[config.mk]
export PLATFORM = sky130hd
export DESIGN_NAME = input_controller
export DESIGN_NICKNAME = d
export VERILOG_FILES = /design/src/rtl/input_controller.sv
export SDC_FILE = /design/constraint.sdc
export NUM_CORES = 1
export LEC_CHECK = 0
export BUFFER_PORTS_ARGS = -buffer_cell sky130_fd_sc_hd__clkbuf_2
export CORE_ASPECT_RATIO = 0.75
export CORE_UTILIZATION = 25
export CTS_CLUSTER_DIAMETER = 60
export CTS_CLUSTER_SIZE = 12
export DETAILED_ROUTE_END_ITERATION = 8
export MAX_ROUTING_LAYER = met4
export SETUP_SLACK_MARGIN = 0.05
export SYNTH_ARGS = -nofsm -noshare
export SYNTH_HDL_FRONTEND = slang
export SYNTH_SLANG_ARGS = --single-unit
[constraint.sdc]
create_clock -name clk -period 6.2 [get_ports clk]
set_clock_uncertainty 0.2 [all_clocks]
set_input_delay 0.62 -clock clk [delete_from_list [all_inputs] [get_ports clk]]
set_output_delay 0.62 -clock clk [all_outputs]
set_load 0.05 [all_outputs]
[src/rtl/input_controller.sv]
// input_controller: front end for the IN instruction.
// It synchronises the board switches and debounces the active-low Enter
// button. It stalls the core while an IN instruction waits for the operator.
// On a clean Enter press it captures the switches and pulses Input_Ready.
module input_controller #(
  parameter int SW_WIDTH        = 10,
  parameter int SYNC_STAGES     = 2,
  parameter int DEBOUNCE_CYCLES = 50000
) (
  input  logic                clk,
  input  logic                reset,        // asynchronous, active-low
  input  logic                Input,        // IN instruction in execute
  input  logic                Enter_n,      // raw push-button, 0 = pressed
  input  logic [SW_WIDTH-1:0] sw,           // raw switches
  output logic [31:0]         Input_Data,
  output logic                Input_Ready,
  output logic                Stall,
  output logic [SW_WIDTH-1:0] sw_sync
);

  // Counter must reach DEBOUNCE_CYCLES-1, so it needs at least one bit.
  localparam int CNT_W = (DEBOUNCE_CYCLES > 2) ? $clog2(DEBOUNCE_CYCLES) : 1;
  localparam logic [CNT_W-1:0] CNT_MAX = CNT_W'(DEBOUNCE_CYCLES - 1);

  typedef enum logic [1:0] {
    ST_IDLE = 2'd0,
    ST_WAIT = 2'd1,
    ST_DONE = 2'd2
  } state_e;

  // ---------------------------------------------------------------------------
  // Synchronisers: stage 0 samples the pad, stage SYNC_STAGES-1 is the clean copy
  // ---------------------------------------------------------------------------
  logic [SYNC_STAGES-1:0][SW_WIDTH-1:0] sw_pipe_q, sw_pipe_d;
  logic [SYNC_STAGES-1:0]               en_pipe_q, en_pipe_d;
  logic                                 enter_s;

  // Shift each synchroniser chain by one stage per cycle.
  always_comb begin
    sw_pipe_d = {sw_pipe_q[SYNC_STAGES-2:0], sw};
    en_pipe_d = {en_pipe_q[SYNC_STAGES-2:0], Enter_n};
  end

  // Synchroniser registers: switches reset low, button resets to released (high).
  // NOTE: clocked state uses non-blocking (<=) so every flop samples pre-edge values;
  // blocking assignments here would let one stage see another's new value.
  always_ff @(posedge clk or negedge reset) begin
    if (!reset) begin
      sw_pipe_q <= '0;
      en_pipe_q <= '1;
    end else begin
      sw_pipe_q <= sw_pipe_d;
      en_pipe_q <= en_pipe_d;
    end
  end

  assign sw_sync = sw_pipe_q[SYNC_STAGES-1];
  assign enter_s = en_pipe_q[SYNC_STAGES-1];

  // ---------------------------------------------------------------------------
  // Debouncer: db_level_q holds the accepted Enter level (1 = released).
  // A differing synced level must persist for DEBOUNCE_CYCLES cycles to be accepted.
  // ---------------------------------------------------------------------------
  logic             db_level_q, db_level_d;
  logic [CNT_W-1:0] db_cnt_q, db_cnt_d;
  logic             differ;
  logic             accept;
  logic             press_edge;

  // Count consecutive disagreeing cycles; accept the new level on the last one.
  // NOTE: every signal written in an always_comb gets a value on every path
  // (defaults first or full if/else); otherwise a latch is inferred.
  always_comb begin
    differ     = enter_s ^ db_level_q;
    accept     = differ && (db_cnt_q == CNT_MAX);
    db_level_d = accept ? enter_s : db_level_q;
    if (!differ || accept) begin
      db_cnt_d = '0;
    end else begin
      db_cnt_d = db_cnt_q + CNT_W'(1);
    end
    // Released -> pressed transition of the debounced level, one cycle wide.
    press_edge = accept && !enter_s;
  end

  // Debounce state registers.
  always_ff @(posedge clk or negedge reset) begin
    if (!reset) begin
      db_level_q <= 1'b1;
      db_cnt_q   <= '0;
    end else begin
      db_level_q <= db_level_d;
      db_cnt_q   <= db_cnt_d;
    end
  end

  // ---------------------------------------------------------------------------
  // IN-instruction FSM: IDLE -> WAIT (stalling) -> DONE (captured, pulse once)
  // ---------------------------------------------------------------------------
  state_e      state_q, state_d;
  logic [31:0] input_data_q, input_data_d;
  logic        input_ready_q, input_ready_d;

  // Next state, capture and pulse. Dropping Input always aborts, even when a press
  // edge lands in the same cycle. DONE is held while Input stays high, which
  // prevents a second capture for the same instruction.
  always_comb begin
    state_d       = state_q;
    input_data_d  = input_data_q;
    input_ready_d = 1'b0;
    case (state_q)
      ST_IDLE: begin
        if (Input) state_d = ST_WAIT;
      end
      ST_WAIT: begin
        if (!Input) begin
          state_d = ST_IDLE;
        end else if (press_edge) begin
          state_d       = ST_DONE;
          input_data_d  = 32'(sw_sync);
          input_ready_d = 1'b1;
        end
      end
      ST_DONE: begin
        if (!Input) state_d = ST_IDLE;
      end
      default: state_d = ST_IDLE;
    endcase
  end

  // FSM, captured data and ready-pulse registers.
  always_ff @(posedge clk or negedge reset) begin
    if (!reset) begin
      state_q       <= ST_IDLE;
      input_data_q  <= '0;
      input_ready_q <= 1'b0;
    end else begin
      state_q       <= state_d;
      input_data_q  <= input_data_d;
      input_ready_q <= input_ready_d;
    end
  end

  assign Input_Data  = input_data_q;
  assign Input_Ready = input_ready_q;
  // Stall follows Input combinationally and drops as soon as the capture is registered.
  assign Stall       = Input && (state_q != ST_DONE);

endmodule

==> impl_metrics.csv <==
group,metric,value,unit
floorplan,rows,28,
setup_path,worst-setup-path-type,"register to register",
detailed_routing,via_per_inst,3.859,
floorplan,die_x,109.0,um
timing,timing.fmax,391.8,MHz
global_routing,grt_pass1_vias,1168,
floorplan,start_util,26.53,%
synthesis,synth-seq-cells,52,
placed_design,dpl.hpwl,2388,um
timing,finalCritPeriodShare,41.17,%
synthesis,ys_warn_count,0,
timing,setup_ws,3.648,ns
cells_and_area,fill_cells,815,
clocking,cts_setup_buffers,0,
clocking,clkLatencyLatePin,0.28,ns
synthesis,synth_top_area_share,57.11,%
synthesis,synthArstFlopShare,100.0,%
synthesis,synthTopCellsByArea,"dfrtp_1 (57%), buf_4 (7.7%), mux2_4 (5.6%)",
global_routing,antenna_found_initial,0,
timing,fin_crit,2.553,ns
detailed_routing,drt_iter0_drc,37,
timing,hold_viol,0,
global_routing,top_usage_layer,"met2",
outcome,status,"finished, final reports clean",
timing,slew_headroom,49.20,%
run,drv_cap,0,
setup_path,start_kind,"register",
clocking,cts_hold_buf,0,
cells_and_area,drive_gt1_share,31.66,%
timing,tns,0,ns
global_routing,grt_usage,8.665,%
detailed_routing,drtPass1Iterations,4,
clocking,cts_root_buf,"clkbuf_16",
setup_path,critPathArrivalTime,2.52,ns
synthesis,yosys.area.top_type,"dfrtp_1",
detailed_routing,ant_nets,0,
timing,setup_violations,0,
clocking,clock-sinks,52,
floorplan,io_pins,58,
cells_and_area,diodes,0,
synthesis,synthCells,161,
min_path,hp-class,"register to register",
global_routing,grt_max_degree,53,
timing,finalMaxSlewViolations,0,
synthesis,ys_seq_area_share,60.78,%
detailed_routing,routedWlPerCell,10.95,um
pwr,ir_worst_vdd,0.0001258,V
clocking,htree_levels,2,
clocking,numCtsBuffers,5,
timing,rsz0062_at_grt,"no",
cells_and_area,layout-area-overhead-vs-synth,14.92,%
clocking,clk_pin_slew,0.06,ns
placed_design,port_buffers,35,
detailed_routing,route.detailed.drc,0,
pwr,finalPower,668.5,uW
synthesis,synth.distinct_cells,33,
cells_and_area,nets,214,
pwr,leakage,0.001178,uW
global_routing,use_met3,2.904,%
synthesis,syn_area_per_cell,13.34,sq um
detailed_routing,via_count,1173,
floorplan,die_h,82.26,um
placed_design,place_ws,3.615,ns
global_routing,grtUsageMet2,11.89,%
setup_path,critPathMaxFanout,12,
global_routing,use_met1,11.44,%
synthesis,synthesis.area,0.002147,sq mm
floorplan,die_area,0.008967,sq mm
clocking,cts_resized,0,
placed_design,place.gp.congestion,0.8238,
clocking,cts.path.max_buffers,2,
synthesis,yosys-top-cells-count,"dfrtp_1 (49), buf_4 (22), nor2_1 (17), xnor2_1 (9), mux2_4 (8)",
global_routing,grt.overflow.total,0,
detailed_routing,routed_wl,3329,um
pwr,p_per_area,270.9,mW/mm^2
synthesis,yosysMostFrequentCell,"dfrtp_1",
synthesis,synth_edf_count,0,
synthesis,synth_ff_type,"dfrtp_1",
setup_path,end_kind,"register",
global_routing,grt_pass1_wl,5685,um
setup_path,required,6.17,ns
floorplan,coreArea,0.008093,sq mm
timing,tightest_slew,0.7596,ns
clocking,cts_tree,"built",
[per-stage QoR]
stage | hold WS (ns) | instances | instance area [sq um] | utilization [%]
6_report | 0.1476 | 304 | 2467 | 30.49
5_1_grt | 0.1536 | 304 | 2467 | 30.49
4_1_cts | 0.1492 | 304 | 2467 | 30.49
3_5_place_dp | 0.1347 | 297 | 2333 | 28.83
3_3_place_gp | 0.1323 | 297 | 2333 | 28.83
2_1_floorplan | 0.1244 | 182 | 2226 | -
[registers in the layout (all words and copies together) (netlist names)]
signal       count
Input_Data      10
Input_Ready      1
db_cnt_q        16
db_level_q       1
en_pipe_q        2
state_q          2
sw_pipe_d       10
sw_sync         10
[routing by layer]
metal  vias to the layer above  share of wire [%]
met2                        34                 43
met5                         -                  0
met4                         0                1.8
met1                       562                 50
met3                         6                5.8
li1                        571                  -
[cell families after synthesis]
logic type / after synthesis / synth area share (%)
multiplexers: 11 / 7.168
buffers and inverters: 28 / 9.965
AND/OR/NAND/NOR: 50 / 14.39
adder cells (fa/ha/maj): 1 / 0.5827
AO/OA/AOI/OAI: 4 / 1.224
flip-flops: 52 / 60.78
other: 1 / 0.1747
XOR/XNOR: 14 / 5.711
[cell usage in the layout (no fill, tap or decap)]
master / Yosys / layout
a21boi_0: 1 / 1
a21oi_1: 1 / 1
a31o_2: 1 / 1
and3_2: 1 / 1
and4_1: 1 / 1
and4bb_2: 2 / 2
buf_4: 22 / 1
clkbuf_1: 0 / 1
clkbuf_16: 0 / 5
clkbuf_2: 0 / 35
clkinv_2: 0 / 1
conb_1: 1 / 22
dfrtp_1: 49 / 49
dfstp_2: 3 / 3
ha_1: 1 / 1
inv_1: 2 / 2
mux2_2: 3 / 3
mux2_4: 8 / 8
nand2_1: 5 / 5
nand2b_1: 1 / 1
nand3_1: 6 / 6
nand3b_1: 1 / 1
nand4_1: 4 / 4
nand4b_4: 1 / 1
nor2_1: 17 / 17
nor3_1: 3 / 3
nor3_4: 1 / 1
nor4_1: 4 / 4
nor4b_4: 1 / 1
o21ai_0: 1 / 1
or2_0: 1 / 1
or3_1: 1 / 1
xnor2_1: 9 / 9
xor2_1: 5 / 5
[worst max-delay path, stage by stage, from the launching register on]
cell and delay [ns]:
dfrtp_1 0.40, ha_1 0.20, nand3_1 0.24, nand4b_4 0.30
nor3_4 0.68, mux2_2 0.41
[worst paths after layout]
kind,from,endpoint,slack [ns],cells past startpoint
max,db_cnt_q[0],Input_Data[0],3.65,5
min,sw_pipe_d[11],sw_sync[1],0.15,0
max reg2reg,db_cnt_q[0],Input_Data[0],3.65,5
min reg2reg,sw_pipe_d[11],sw_sync[1],0.15,0
max in group asynchronous,reset,db_cnt_q[11],5.12,2
min in group asynchronous,reset,db_cnt_q[5],0.25,2
[layout make-up]
type                            count  area, sq um  share of cell area [%]
Multi-Input combinational cell    102        706.9                   28.65
Tap cell                          105        131.4                   5.325
Clock inverter                      1        5.005                  0.2028
Inverter                            2        7.507                  0.3043
Clock buffer                        6        128.9                   5.223
Timing Repair Buffer               36        182.7                   7.404
Sequential cell                    52         1305                   52.89
[power breakdown]
part,switching [uW],internal (uW),total (uW)
Clock,106,147,252
Sequential,4.78,349,354
Combinational,54.4,8.09,62.5
Total,165,504,668
Power figures use the tool's default switching activity.
